### config.mk
export PLATFORM = sky130hd
export DESIGN_NAME = flash_program_sequencer_flat
export DESIGN_NICKNAME = d
export VERILOG_FILES = /design/src/rtl/flash_program_sequencer_if.sv /design/src/rtl/flash_program_sequencer.sv /design/src/flat_wrapper.sv
export SDC_FILE = /design/constraint.sdc
export NUM_CORES = 1
export LEC_CHECK = 0
export CAP_MARGIN = 10
export CORE_MARGIN = 10
export CORE_UTILIZATION = 30
export CTS_CLUSTER_DIAMETER = 100
export DETAILED_ROUTE_END_ITERATION = 6
export GPL_ROUTABILITY_DRIVEN = 1
export SLEW_MARGIN = 20
export SYNTH_ARGS = -nofsm -noshare
export SYNTH_HDL_FRONTEND = slang
export SYNTH_SLANG_ARGS = --single-unit
### constraint.sdc
create_clock -name m2 -period 3.3 [get_ports m2]
set_input_delay 0.33 -clock m2 [delete_from_list [all_inputs] [get_ports m2]]
set_output_delay 0.33 -clock m2 [all_outputs]
set_load 0.01 [all_outputs]
### src/rtl/flash_program_sequencer_if.sv
// Command and flash-bus bundle for flash_program_sequencer.
//   slave  : the sequencer's view (takes commands, drives the flash pins,
//            requests the PRG bus).
//   master : the requester / board view (issues commands, answers the
//            bus request and supplies flash read data).
// Signals:
//   cmd_valid/cmd_ready/cmd_op/cmd_addr/cmd_data : single-command request
//   bus_req/bus_grant                            : PRG bus arbitration
//   fl_addr/fl_dout/fl_din/fl_ce_n/fl_oe_n/fl_we_n : flash pins
//   busy/done/error                              : operation status
interface flash_program_sequencer_if #(
  parameter int unsigned ADDR_WIDTH = 27
) ();
  logic                  cmd_valid;
  logic                  cmd_ready;
  logic [1:0]            cmd_op;
  logic [ADDR_WIDTH-1:0] cmd_addr;
  logic [7:0]            cmd_data;
  logic                  bus_req;
  logic                  bus_grant;
  logic [ADDR_WIDTH-1:0] fl_addr;
  logic [7:0]            fl_dout;
  logic [7:0]            fl_din;
  logic                  fl_ce_n;
  logic                  fl_oe_n;
  logic                  fl_we_n;
  logic                  busy;
  logic                  done;
  logic                  error;

  modport slave (
    input  cmd_valid, cmd_op, cmd_addr, cmd_data, bus_grant, fl_din,
    output cmd_ready, bus_req, fl_addr, fl_dout, fl_ce_n, fl_oe_n, fl_we_n,
           busy, done, error
  );

  modport master (
    output cmd_valid, cmd_op, cmd_addr, cmd_data, bus_grant, fl_din,
    input  cmd_ready, bus_req, fl_addr, fl_dout, fl_ce_n, fl_oe_n, fl_we_n,
           busy, done, error
  );
endinterface

### src/rtl/flash_program_sequencer.sv
// JEDEC command sequencer for the PRG flash (x8). Accepts one command at a
// time (program, sector erase, chip erase, reset/F0), emits the unlock and
// command write cycles, then polls DQ7/DQ5 until the operation completes,
// fails, or the poll counter saturates. Failures issue an F0 write and set
// the sticky error flag. The flash pins are only driven active while the
// PRG bus is granted; grant is sampled at transaction boundaries only.
// Ports:
//   m2      : clock
//   reset_n : asynchronous active-low reset
//   bus     : command / arbitration / flash pin bundle (slave modport)
module flash_program_sequencer #(
  parameter int unsigned ADDR_WIDTH    = 27,
  parameter int unsigned TIMEOUT_WIDTH = 24
) (
  input  logic                     m2,
  input  logic                     reset_n,
  flash_program_sequencer_if.slave bus
);

  typedef enum logic [1:0] {
    OP_PROG   = 2'd0,
    OP_SECTOR = 2'd1,
    OP_CHIP   = 2'd2,
    OP_RESET  = 2'd3
  } op_e;

  typedef enum logic [2:0] {
    IDLE,
    REQ,
    WR_SETUP,
    WR_STROBE,
    WR_HOLD,
    RD_OE,
    RD_SAMPLE,
    DONE
  } state_e;

  localparam logic [ADDR_WIDTH-1:0] A_AAA = ADDR_WIDTH'(12'hAAA);
  localparam logic [ADDR_WIDTH-1:0] A_555 = ADDR_WIDTH'(12'h555);

  state_e                   state;
  op_e                      op_q;
  logic [ADDR_WIDTH-1:0]    addr_q;
  logic [7:0]               data_q;
  logic [2:0]               step_q;      // index of the next sequence write
  logic                     abort_q;     // issuing the error-path F0 write
  logic                     recheck_q;   // DQ5 seen, one confirming re-read
  logic                     pend_rd_q;   // transaction waiting in REQ is a read
  logic [TIMEOUT_WIDTH-1:0] poll_cnt_q;

  logic [2:0]               seq_len;
  logic                     abort_mode;
  logic [ADDR_WIDTH-1:0]    wr_addr;
  logic [7:0]               wr_data;
  logic [ADDR_WIDTH-1:0]    poll_addr;
  logic                     exp_dq7;
  logic                     dq7_ok;
  logic [TIMEOUT_WIDTH-1:0] cnt_inc;
  logic                     launch_wr;
  logic                     launch_rd;
  logic                     to_done;
  logic                     set_abort;
  logic                     set_recheck;

  // Sequence tables: length, and address/data of write step_q.
  always_comb begin
    case (op_q)
      OP_PROG:  seq_len = 3'd4;
      OP_RESET: seq_len = 3'd1;
      default:  seq_len = 3'd6;
    endcase
  end

  always_comb begin
    wr_addr = '0;
    wr_data = 8'hF0;
    if (!abort_mode && op_q != OP_RESET) begin
      case (step_q)
        3'd0: begin wr_addr = A_AAA; wr_data = 8'hAA; end
        3'd1: begin wr_addr = A_555; wr_data = 8'h55; end
        3'd2: begin
          wr_addr = A_AAA;
          wr_data = (op_q == OP_PROG) ? 8'hA0 : 8'h80;
        end
        3'd3: begin
          if (op_q == OP_PROG) begin
            wr_addr = addr_q;
            wr_data = data_q;
          end else begin
            wr_addr = A_AAA;
            wr_data = 8'hAA;
          end
        end
        3'd4: begin wr_addr = A_555; wr_data = 8'h55; end
        default: begin
          if (op_q == OP_SECTOR) begin
            wr_addr = addr_q;
            wr_data = 8'h30;
          end else begin
            wr_addr = A_AAA;
            wr_data = 8'h10;
          end
        end
      endcase
    end
  end

  always_comb begin
    poll_addr = (op_q == OP_CHIP) ? '0 : addr_q;
    exp_dq7   = (op_q == OP_PROG) ? data_q[7] : 1'b1;
    dq7_ok    = (bus.fl_din[7] == exp_dq7);
    cnt_inc   = poll_cnt_q + 1'b1;
  end

  // Decide what follows the current cycle. Transactions run back to back,
  // so the next one is launched on the same edge that ends the current one;
  // the grant check for that launch happens in the sequential block.
  always_comb begin
    launch_wr   = 1'b0;
    launch_rd   = 1'b0;
    to_done     = 1'b0;
    set_abort   = 1'b0;
    set_recheck = 1'b0;
    case (state)
      REQ: begin
        if (pend_rd_q) launch_rd = 1'b1;
        else           launch_wr = 1'b1;
      end
      WR_HOLD: begin
        if (abort_q || step_q == seq_len) begin
          if (abort_q || op_q == OP_RESET) to_done   = 1'b1;
          else                             launch_rd = 1'b1;
        end else begin
          launch_wr = 1'b1;
        end
      end
      RD_SAMPLE: begin
        if (dq7_ok) begin
          to_done = 1'b1;
        end else if ((&cnt_inc) || recheck_q) begin
          set_abort = 1'b1;
          launch_wr = 1'b1;
        end else begin
          launch_rd   = 1'b1;
          set_recheck = bus.fl_din[5];
        end
      end
      default: ;
    endcase
    abort_mode = abort_q | set_abort;
  end

  always_ff @(posedge m2 or negedge reset_n) begin
    if (!reset_n) begin
      state         <= IDLE;
      op_q          <= OP_PROG;
      addr_q        <= '0;
      data_q        <= '0;
      step_q        <= '0;
      abort_q       <= 1'b0;
      recheck_q     <= 1'b0;
      pend_rd_q     <= 1'b0;
      poll_cnt_q    <= '0;
      bus.cmd_ready <= 1'b1;
      bus.busy      <= 1'b0;
      bus.done      <= 1'b0;
      bus.error     <= 1'b0;
      bus.bus_req   <= 1'b0;
      bus.fl_ce_n   <= 1'b1;
      bus.fl_oe_n   <= 1'b1;
      bus.fl_we_n   <= 1'b1;
      bus.fl_addr   <= '0;
      bus.fl_dout   <= '0;
    end else begin
      bus.done <= 1'b0;

      case (state)
        IDLE, DONE: begin
          if (bus.cmd_valid && bus.cmd_ready) begin
            op_q          <= op_e'(bus.cmd_op);
            addr_q        <= bus.cmd_addr;
            data_q        <= bus.cmd_data;
            step_q        <= '0;
            abort_q       <= 1'b0;
            recheck_q     <= 1'b0;
            pend_rd_q     <= 1'b0;
            poll_cnt_q    <= '0;
            bus.busy      <= 1'b1;
            bus.bus_req   <= 1'b1;
            bus.error     <= 1'b0;
            bus.cmd_ready <= 1'b0;
            state         <= REQ;
          end else begin
            state <= IDLE;
          end
        end
        WR_SETUP: begin
          bus.fl_we_n <= 1'b0;
          state       <= WR_STROBE;
        end
        WR_STROBE: begin
          bus.fl_we_n <= 1'b1;
          state       <= WR_HOLD;
        end
        WR_HOLD: begin
          bus.fl_ce_n <= 1'b1;
        end
        RD_OE: begin
          state <= RD_SAMPLE;
        end
        RD_SAMPLE: begin
          bus.fl_ce_n <= 1'b1;
          bus.fl_oe_n <= 1'b1;
          poll_cnt_q  <= cnt_inc;
          if (set_recheck) recheck_q <= 1'b1;
        end
        default: ;
      endcase

      if (set_abort) begin
        abort_q   <= 1'b1;
        bus.error <= 1'b1;
      end

      if (to_done) begin
        state         <= DONE;
        bus.done      <= 1'b1;
        bus.busy      <= 1'b0;
        bus.bus_req   <= 1'b0;
        bus.cmd_ready <= 1'b1;
      end

      // Launch overrides the strobe release above so back-to-back
      // transactions keep ce_n low; without grant, park in REQ.
      if (launch_wr || launch_rd) begin
        if (bus.bus_grant) begin
          bus.fl_ce_n <= 1'b0;
          if (launch_rd) begin
            bus.fl_oe_n <= 1'b0;
            bus.fl_addr <= poll_addr;
            state       <= RD_OE;
          end else begin
            bus.fl_addr <= wr_addr;
            bus.fl_dout <= wr_data;
            if (!abort_mode) step_q <= step_q + 3'd1;
            state       <= WR_SETUP;
          end
        end else begin
          pend_rd_q <= launch_rd;
          state     <= REQ;
        end
      end
    end
  end

endmodule

### src/flat_wrapper.sv
// flat-port wrapper written by rule: the top's interface ports become plain ports
module flash_program_sequencer_flat 
#(
  parameter int unsigned ADDR_WIDTH    = 27,
  parameter int unsigned TIMEOUT_WIDTH = 24
)
  (m2, reset_n, bus_cmd_valid, bus_cmd_op, bus_cmd_addr, bus_cmd_data, bus_bus_grant, bus_fl_din, bus_cmd_ready, bus_bus_req, bus_fl_addr, bus_fl_dout, bus_fl_ce_n, bus_fl_oe_n, bus_fl_we_n, bus_busy, bus_done, bus_error);
  flash_program_sequencer_if #(.ADDR_WIDTH(ADDR_WIDTH)) bus_i ();
  input  logic m2;
  input  logic reset_n;
  input wire logic [$bits(bus_i.cmd_valid)-1:0] bus_cmd_valid;
  input wire logic [$bits(bus_i.cmd_op)-1:0] bus_cmd_op;
  input wire logic [$bits(bus_i.cmd_addr)-1:0] bus_cmd_addr;
  input wire logic [$bits(bus_i.cmd_data)-1:0] bus_cmd_data;
  input wire logic [$bits(bus_i.bus_grant)-1:0] bus_bus_grant;
  input wire logic [$bits(bus_i.fl_din)-1:0] bus_fl_din;
  output wire logic [$bits(bus_i.cmd_ready)-1:0] bus_cmd_ready;
  output wire logic [$bits(bus_i.bus_req)-1:0] bus_bus_req;
  output wire logic [$bits(bus_i.fl_addr)-1:0] bus_fl_addr;
  output wire logic [$bits(bus_i.fl_dout)-1:0] bus_fl_dout;
  output wire logic [$bits(bus_i.fl_ce_n)-1:0] bus_fl_ce_n;
  output wire logic [$bits(bus_i.fl_oe_n)-1:0] bus_fl_oe_n;
  output wire logic [$bits(bus_i.fl_we_n)-1:0] bus_fl_we_n;
  output wire logic [$bits(bus_i.busy)-1:0] bus_busy;
  output wire logic [$bits(bus_i.done)-1:0] bus_done;
  output wire logic [$bits(bus_i.error)-1:0] bus_error;
  assign bus_i.cmd_valid = bus_cmd_valid;
  assign bus_i.cmd_op = bus_cmd_op;
  assign bus_i.cmd_addr = bus_cmd_addr;
  assign bus_i.cmd_data = bus_cmd_data;
  assign bus_i.bus_grant = bus_bus_grant;
  assign bus_i.fl_din = bus_fl_din;
  assign bus_cmd_ready = bus_i.cmd_ready;
  assign bus_bus_req = bus_i.bus_req;
  assign bus_fl_addr = bus_i.fl_addr;
  assign bus_fl_dout = bus_i.fl_dout;
  assign bus_fl_ce_n = bus_i.fl_ce_n;
  assign bus_fl_oe_n = bus_i.fl_oe_n;
  assign bus_fl_we_n = bus_i.fl_we_n;
  assign bus_busy = bus_i.busy;
  assign bus_done = bus_i.done;
  assign bus_error = bus_i.error;
  flash_program_sequencer #(.ADDR_WIDTH(ADDR_WIDTH), .TIMEOUT_WIDTH(TIMEOUT_WIDTH)) u_core (.m2(m2), .reset_n(reset_n), .bus(bus_i));
endmodule
---- Yosys cells after proc, flatten, opt, wreduce, memory -nomap -nowiden ----
Cells that the tools add are included.
cells by class
  add/subtract/negate cells ............... 2
  equality and inequality tests ........... 19
  mux-type cells .......................... 68
  bitwise operators ....................... 2
  reductions and logical operators ........ 29
operator list
  operator                 count
  $mux W27                 5
  $pmux W27 S3             1
  $pmux W24 S2             1
  $mux W1                  38
  $pmux W8 S4              1
  $mux W3                  10
  $add A24 B1 Y24 const B  1
  $mux W24                 1
  $reduce_and A24 Y1       1
  $mux W8                  2
  $eq A3 B3 Y1 const B     5
  $eq A3 B2 Y1 const B     4
  $mux W6                  2
  $pmux W3 S4              1
  $reduce_bool A2 Y1       6
  $reduce_and A2 Y1        5
  $reduce_or A2 Y1         4
  $eq A3 B1 Y1 const B     2
  $logic_not A3 Y1         2
  $pmux W1 S2              3
  $pmux W1 S3              2
  $pmux W3 S2              1
  $reduce_and A3 Y1        2
  $reduce_bool A6 Y1       1
  other kinds (13)         19
storage, ports and cells
  register bits after elaboration ......... 111
  bits of input ports ..................... 49
  output and inout port bits .............. 43
  logic and storage cells ................. 137

---- Depth between registers and ports, before layout ----
Gate-level depths: netlist of the first run.
  depth in word-level cells ............... 11
  gate-level depth with buffers ........... 11
  depth with buffers taken out ............ 9

---- Worst setup path before layout of the first run ----
Ideal clock, no wire load.
  path kind ............................... reg-to-reg
  from .................................... reg u_core.poll_cnt_q[1]
  to ...................................... reg u_core.bus.fl_addr[12]
  setup time .............................. 120 ps
  arrival time ............................ 2853 ps
  data required time ...................... 3180 ps
  path slack .............................. 327 ps
  cell stages (with the launch flop) ...... 10
  buffers on the path ..................... 1
  clock period less this slack ............ 2973 ps
  path through ............................ dfrtp_1 -> ha_1 -> nand3_1 -> nor3_1 -> xnor2_1 -> or2b_2 -> or4_4 -> a2111oi_4 -> buf_6 -> a21oi_1
on the way
  longest elaborated chain between the ends .. 11
  elaborated cells on any way between the ends .. 17
  those cells by class .................... add/sub: 1; mux: 9; bitwise: 1; reduce/logical: 6
RTL lines
  item                    line                              source
  from (decl)             flash_program_sequencer.sv:49     logic [TIMEOUT_WIDTH-1:0] poll_cnt_q;
  from (signal assigned)  flash_program_sequencer.sv:214    poll_cnt_q <= cnt_inc;
  $add A24 B1 Y24 (*)     flash_program_sequencer.sv:112    cnt_inc = poll_cnt_q + 1'b1;
  $reduce_and A24 Y1 (*)  flash_program_sequencer.sv:140    end else if ((&cnt_inc) || recheck_q) begin
  $logic_or A1 B1 Y1 (*)  flash_program_sequencer.sv:140
  $mux W1                 flash_program_sequencer.sv:140
  $mux W1                 flash_program_sequencer.sv:138    if (dq7_ok) begin
  $mux W1                 flash_program_sequencer.sv:124    case (state)
  $or A1 B1 Y1            flash_program_sequencer.sv:150    abort_mode = abort_q | set_abort;
  $logic_not A1 Y1        -
  $logic_and A1 B1 Y1     flash_program_sequencer.sv:77     if (!abort_mode && op_q != OP_RESET) begin
  $mux W27                flash_program_sequencer.sv:77
  $mux W27                flash_program_sequencer.sv:238    if (launch_rd) begin
  to (signal assigned)    flash_program_sequencer.sv:240    bus.fl_addr <= poll_addr;
  to (signal assigned)    flash_program_sequencer.sv:243    bus.fl_addr <= wr_addr;
  to (decl)               flash_program_sequencer_if.sv:33  output cmd_ready, bus_req, fl_addr, fl_dout, fl_ce_n, fl_oe_n, fl_we_n,
Every way passes the cells marked *; elsewhere a longest branch is shown, timed or not.
A chain may end at the register's enable or synchronous reset.

---- Worst setup path in the final report of the first run ----
  from .................................... reg u_core.poll_cnt_q[0]
  to ...................................... reg u_core.bus.fl_addr[1]
Same word-level chain as after synthesis.

==> qor.csv, run 1 <==
metric;value;unit
status;completed;
final period demand of the worst path;2.966;ns
initial DRC count;260;
Max VDD drop;0.3833;mV
Sw Ratio;39.53;%
Longest Clk Path Bufs;2;
CP max-delay cell;or4_4;
Post-Place Cells;938;
fin. max-slew vios;0;
via count of the first global-routing pass;4666;
Util after Layout;38.20;%
clock skew;0.01395;ns
total wire length;14950;um
Syn-to-layout area delta;25.49;%
reported net switching power;2.351;mW
clock-pin slew on the worst setup and hold paths;0.08;ns
clock sinks;111;
vias post-DR;4725;
share of cells above drive strength 1;8.587;%
CTS tree;done;
Cell Rows;50;
Syn Area/Cell;8.966;sq um
CP required;3.55;ns
H-tree depth;3;
Hold Path Class;in2async;
CP peak stage delay;0.53;ns
sequential power share;39.2;%
routed length per instance;15.64;um
Initial DRT Pass Iterations;4;
Post-synth EDFFs;0;
Final period util;89.86;%
initial antenna violation count;0;
Setup Viol. Count Final;0;
critical path cell sequence;ha_1, nand3_1, nor3_1, xnor2_1, or2b_2, or4_4, a2111o_1, o311a_1;
first-pass GRT wire length;24580;um
Clk Latency, worst-skew pair;0.36;ns
area share of the largest cell type after synthesis;47.18;%
Yosys warning total;0;
Antenna Diode Count;0;
Mapped Area;5675;sq um
Final Hold Fails;0;
RSZ-0062 raised after global routing;no;
CP Launch Type;flip-flop;
die width;157.5;um
Least-Margin Pin Slew;0.9574;ns
CP Max Fanout;6;
Yosys top cell by area;dfrtp_1;
Post-synth top flop;dfrtp_1;
DP HPWL;10350;um
library cells used by synthesis;66;
Syn Inst Count;633;
nets@finish;777;
pwr/cell area;835.0;nW/um^2
post-route setup TNS;0;ns
most common cell in the netlist;nand2_1;
global-route congestion overflow total;0;
placer congestion estimate;0.8173;
Num CTS Buffers;9;
internal power;3.596;mW
Worst Setup End Kind;flip-flop;
Static Leak;3.084;nW
sequential area share after synthesis;49.03;%
Core ar.;18640;sq um
All-Layer GR Usage;12.33;%
combinational power share;42.6;%
largest net degree at the start of global routing;58;
Commonest cells post-synth;172 x nand2_1, 107 x dfrtp_1, 44 x a21oi_1;
Die Height;157.5;um
Clk pwr share;18.1;%
clk root buf;clkbuf_16;
MaxCap Viol Count;0;
dominant cells by area after synthesis;dfrtp_1 47%, nand2_1 11%, a21oi_1 3.9%, o21ai_0 3.2%, ha_1 2.4%;
Ports;92;
CTS Hold Bufs;0;
Initial Utilization;30.44;%
syn_nets;693;
crit path DAT;3.21;ns
Yosys reg bits;111;
Achievable Freq;0.3372;GHz
Setup CP Type;reg2reg;
Fill cells;1923;
drt via density;4.942;
Relative slew margins;36.17;%
Non-Filler Instances;956;
Antenna Nets Post-Route;0;
Pwr Total;5.947;mW
DRC Markers;0;
Synth async-reset ratio;100.0;%
full die area;24820;sq um
Port Buf Inserts;85;
## layout make-up
cell class,count,area (sq um),share of cell area [%]
Clock inverter,6,61.31,0.8609
Tap cell,234,292.8,4.111
Clock buffer,10,229.0,3.215
Inverter,21,78.83,1.107
Sequential cell,111,2783,39.07
Multi-Input combinational cell,467,2639,37.05
Timing Repair Buffer,107,1039,14.58
## final timing paths
| check | start | end | slack (ns) | depth (start not counted) |
|---|---|---|---|---|
| setup / recovery | u_core.poll_cnt_q[0] | u_core.bus.fl_addr[1] | 0.33 | 8 |
| hold reg to reg | u_core.bus.fl_we_n | u_core.bus.fl_we_n | 0.47 | 2 |
| max in group asynchronous | reset_n | u_core.bus.fl_oe_n | 2.51 | 2 |
| min in group m2 | u_core.bus.fl_we_n | u_core.bus.fl_we_n | 0.47 | 2 |
| hold / removal | reset_n | u_core.bus.done | 0.02 | 1 |
| setup reg to reg | u_core.poll_cnt_q[0] | u_core.bus.fl_addr[1] | 0.33 | 8 |
## power groups by stage
stage | clock [mW] | combinational, mW | sequential (mW)
3_3_place_gp | 0 | 2.51 | 2.35
4_1_cts | 1.11 | 2.56 | 2.33
6_report | 1.08 | 2.54 | 2.33
2_1_floorplan | 0 | 1.57 | 2.30
3_5_place_dp | 0 | 2.55 | 2.35
5_1_grt | 1.17 | 2.85 | 2.42
## stage by stage
stage	worst slack (ns)	area [sq um]	hold WS [ns]
2_1_floorplan	0.3272	5675	0.03441
3_3_place_gp	0.1744	6812	0.4424
3_5_place_dp	0.1483	6812	0.4517
4_1_cts	0.1325	7102	0.05884
5_1_grt	0.1490	7122	0.07735
6_report	0.3345	7122	0.02369
## critical path, delay by kind of cell, from the launching register on
kind	cells	cell delay [ns]
AO/OA/AOI/OAI	2	0.66
XOR/XNOR	1	0.16
adder cells (fa/ha/maj)	1	0.27
flip-flops	1	0.35
AND/OR/NAND/NOR	4	1.41
## state kept, by name (all words and copies together) (netlist names), 2 cells and up
signal              cells
u_core.addr_q          27
u_core.bus.fl_addr     27
u_core.poll_cnt_q      24
u_core.bus.fl_dout      8
u_core.data_q           8
u_core.state            3
u_core.step_q           3
u_core.op_q             2
## layer usage
layer  vias to the layer above  track usage, %  routed length [um]
li1                       2356               -                   -
met1                      2256           15.87                6787
met2                        93           18.78                6930
met3                        20           4.831                1017
met4                         0           3.384                 214
met5                         -               0                   0
## cells by family (layout without fill, tap and decap cells)
logic type	after synthesis	count (layout)	synth area share, %
AOI/OAI and AO/OA	147	147	17.20
xor gates and xnor gates	11	11	1.698
adders and majority gates	11	11	2.425
buffers and inverters	55	144	4.762
DFF	111	111	49.03
muxes	4	4	0.7275
and+or+nand+nor	294	294	24.16
## cell usage in the layout (no fill, tap or decap), types with 3 or more instances in the layout
| master | Yosys | layout |
|---|---|---|
| a21boi_0 | 3 | 3 |
| o31ai_1 | 5 | 5 |
| nand2b_1 | 9 | 9 |
| and3_1 | 3 | 3 |
| nor4_1 | 5 | 5 |
| dfrtp_1 | 107 | 107 |
| o2bb2ai_1 | 4 | 4 |
| and2_1 | 4 | 4 |
| and4_1 | 4 | 4 |
| o21a_1 | 4 | 4 |
| nor2_1 | 34 | 33 |
| ha_1 | 11 | 11 |
| o311a_1 | 5 | 5 |
| nand4_1 | 6 | 6 |
| dfstp_2 | 4 | 4 |
| inv_1 | 21 | 21 |
| or2_2 | 3 | 3 |
| xnor2_1 | 8 | 8 |
| nand2_1 | 172 | 172 |
| o21ai_0 | 36 | 35 |
| buf_4 | 3 | 21 |
| o32ai_1 | 6 | 6 |
| a21oi_1 | 44 | 43 |
| o41ai_1 | 7 | 7 |
| a31oi_1 | 3 | 3 |
| nor3_1 | 10 | 9 |
| nand3_1 | 19 | 19 |
| a2111oi_0 | 5 | 5 |
| mux2i_1 | 3 | 3 |
| o211ai_1 | 4 | 4 |
| clkbuf_16 | 0 | 9 |
| nand3b_1 | 3 | 3 |
| clkdlybuf4s50_1 | 0 | 84 |
| a211oi_1 | 3 | 3 |
| nor3b_1 | 3 | 3 |
| nor2b_1 | 6 | 6 |
| xor2_1 | 3 | 3 |
## repair_timing
item                                    in CTS  in global routing
endpoints found under the setup margin       0                  7
resized for setup                            0                  2
setup buffers                                0                  2
Power figures use the tool's default switching activity.
==> inputs of run 2 (changes only) <==
Settings changed: CORE_UTILIZATION 30 to 45, DONT_BUFFER_PORTS from default to 1.
==> run 2 against run 1 <==
Die area decreased by 29%. Setup slack lost 0.11 ns. Sequential share of layout area up 5.6 points. Largest cell class unchanged. First-iteration DRC count increased by 13%. Critical path type unchanged. Register-to-register slack worse by 0.11 ns. Clock power is essentially flat. Utilization increased by 13 points. Flip-flop and latch count did not move.
==> qor.csv, run 2 (same netlist as run 1, synthesis figures left out) <==
metric;value;unit
Final period util;93.33;%
max layer used;met4;
Ports;92;
Cell Rows;40;
register area;2783;sq um
multi-input logic area;2639;sq um
Num CTS Buffers;9;
DRC Markers;0;
Final Hold Fails;0;
All-Layer GR Usage;16.03;%
RSZ-0062 raised after global routing;no;
crit path DAT;3.32;ns
Util after Layout;51.17;%
Resized Gates After CTS;0;
total wire length;13930;um
Core ar.;12160;sq um
status;completed;
Setup Viol. Count Final;0;
Hold Path Class;in2reg;
Clk pwr share;19.8;%
pwr/cell area;887.9;nW/um^2
clock sinks;111;
Setup CP Type;reg2reg;
Met2 Routed Length;6544;um
drt via density;5.573;
share of cells above drive strength 1;9.875;%
Clk Latency, worst-skew pair;0.36;ns
H-tree depth;3;
Syn-to-layout area delta;9.656;%
routed length per instance;17.28;um
Initial Utilization;46.67;%
placer congestion estimate;0.8644;
most common cell after layout, fill and taps aside;nand2_1;
final period demand of the worst path;3.080;ns
initial antenna violation count;0;
Die Height;132.3;um
die width;132.3;um
CP Launch Type;flip-flop;
Achievable Freq;0.3247;GHz
Fill cells;1150;
Initial DRT Pass Iterations;4;
fin. max-slew vios;0;
Worst Setup End Kind;flip-flop;
most frequent cells in the layout;171 x nand2_1, 107 x dfrtp_1, 43 x a21oi_1, 36 x o21ai_0, 32 x nor2_1;
global-route congestion overflow total;0;
Antenna Nets Post-Route;0;
M1 WL;6022;um
combinational power share;35.2;%
Antenna Diode Count;0;
Max VDD drop;0.4417;mV
largest net degree at the start of global routing;112;
CTS tree;done;
Static Leak;2.772;nW
MaxCap Viol Count;0;
post-route setup TNS;0;ns
initial DRC count;295;
largest registers;u_core.addr_q (27), u_core.bus.fl_addr (27), u_core.poll_cnt_q (24);
CP Max Fanout;15;
full die area;17500;sq um
reported net switching power;2.278;mW
nets@finish;693;
via count of the first global-routing pass;4420;
clk root buf;clkbuf_16;
clock skew;0.009121;ns
vias post-DR;4492;
Longest Clk Path Bufs;2;
sequential power share;45.0;%
first-pass GRT wire length;23090;um
Least-Margin Pin Slew;0.8914;ns
DP HPWL;9633;um
Relative slew margins;40.03;%
Port Buf Inserts;0;
internal power;3.248;mW
final worst slack;0.2200;ns
Sw Ratio;41.22;%
CP required;3.54;ns
metal3 WL;1236;um
R2R Setup Slk;0.22;ns
clock-pin slew on the worst setup and hold paths;0.08;ns
dpl ws;0.1953;ns
run 2: worst paths after layout:
path                                      startpoint                     end  cells past startpoint
worst max register to register  u_core.poll_cnt_q[0]  u_core.bus.fl_addr[15]                      9
max in group asynchronous                    reset_n        u_core.addr_q[1]                      2
worst max-delay path            u_core.poll_cnt_q[0]  u_core.bus.fl_addr[15]                      9
worst min-delay path                   bus_bus_grant      u_core.bus.fl_oe_n                      1
worst min register to register      u_core.data_q[1]        u_core.data_q[1]                      2
min in group asynchronous                    reset_n        u_core.pend_rd_q                      2
run 2: power by group through the flow:
stage / clock [mW] / combinational [mW] / sequential (mW)
after floorplan: 0 / 1.57 / 2.30
after global placement: 0 / 1.85 / 2.51
after detailed placement: 0 / 1.91 / 2.52
after CTS: 1.13 / 1.95 / 2.50
after global routing: 1.19 / 2.22 / 2.58
final: 1.09 / 1.94 / 2.49
run 2: area by class of cell:
cell class | instances | share of cell area [%]
sequential | 111 | 44.71
multi-input combinational | 467 | 42.40
clock buffer | 10 | 3.840
tap | 168 | 3.378
timing repair buffer | 23 | 3.337
inverter | 21 | 1.267
clock inverter | 6 | 1.066
run 2: stage by stage:
| stage | cells | instance area (sq um) | total power [mW] | hold slack [ns] |
|---|---|---|---|---|
| finish | 806 | 6223 | 5.526 | 0.02197 |
| global route | 806 | 6223 | 5.996 | 0.02546 |
| detailed placement | 786 | 5861 | 4.429 | 0.04393 |
| CTS | 804 | 6203 | 5.582 | 0.006636 |
| floorplan | 633 | 5675 | 3.874 | 0.03441 |
| global placement | 786 | 5861 | 4.358 | 0.04379 |
run 2: metal layers:
| metal | global-route usage (%) | vias to the layer above |
|---|---|---|
| met3 | 7.355 | 10 |
| met2 | 25.21 | 108 |
| li1 | - | 2201 |
| met1 | 19.61 | 2173 |
| met5 | 0 | - |
| met4 | 3.729 | 0 |
run 2: worst max-delay path, stage by stage, from the launching register on:
cell and delay (ns):
dfrtp_1 0.48, ha_1 0.30, nand3_1 0.20, nor3_1 0.35
xnor2_1 0.17, or2b_2 0.32, or4_4 0.53, a2111oi_4 0.37
buf_12 0.19, a21oi_1 0.05
run 2: repair_timing:
action,4_1_cts,5_1_grt
hold buffers,2,0
endpoints found under the setup margin,0,10
buffers inserted,0,2
endpoints found under the hold margin,111,0
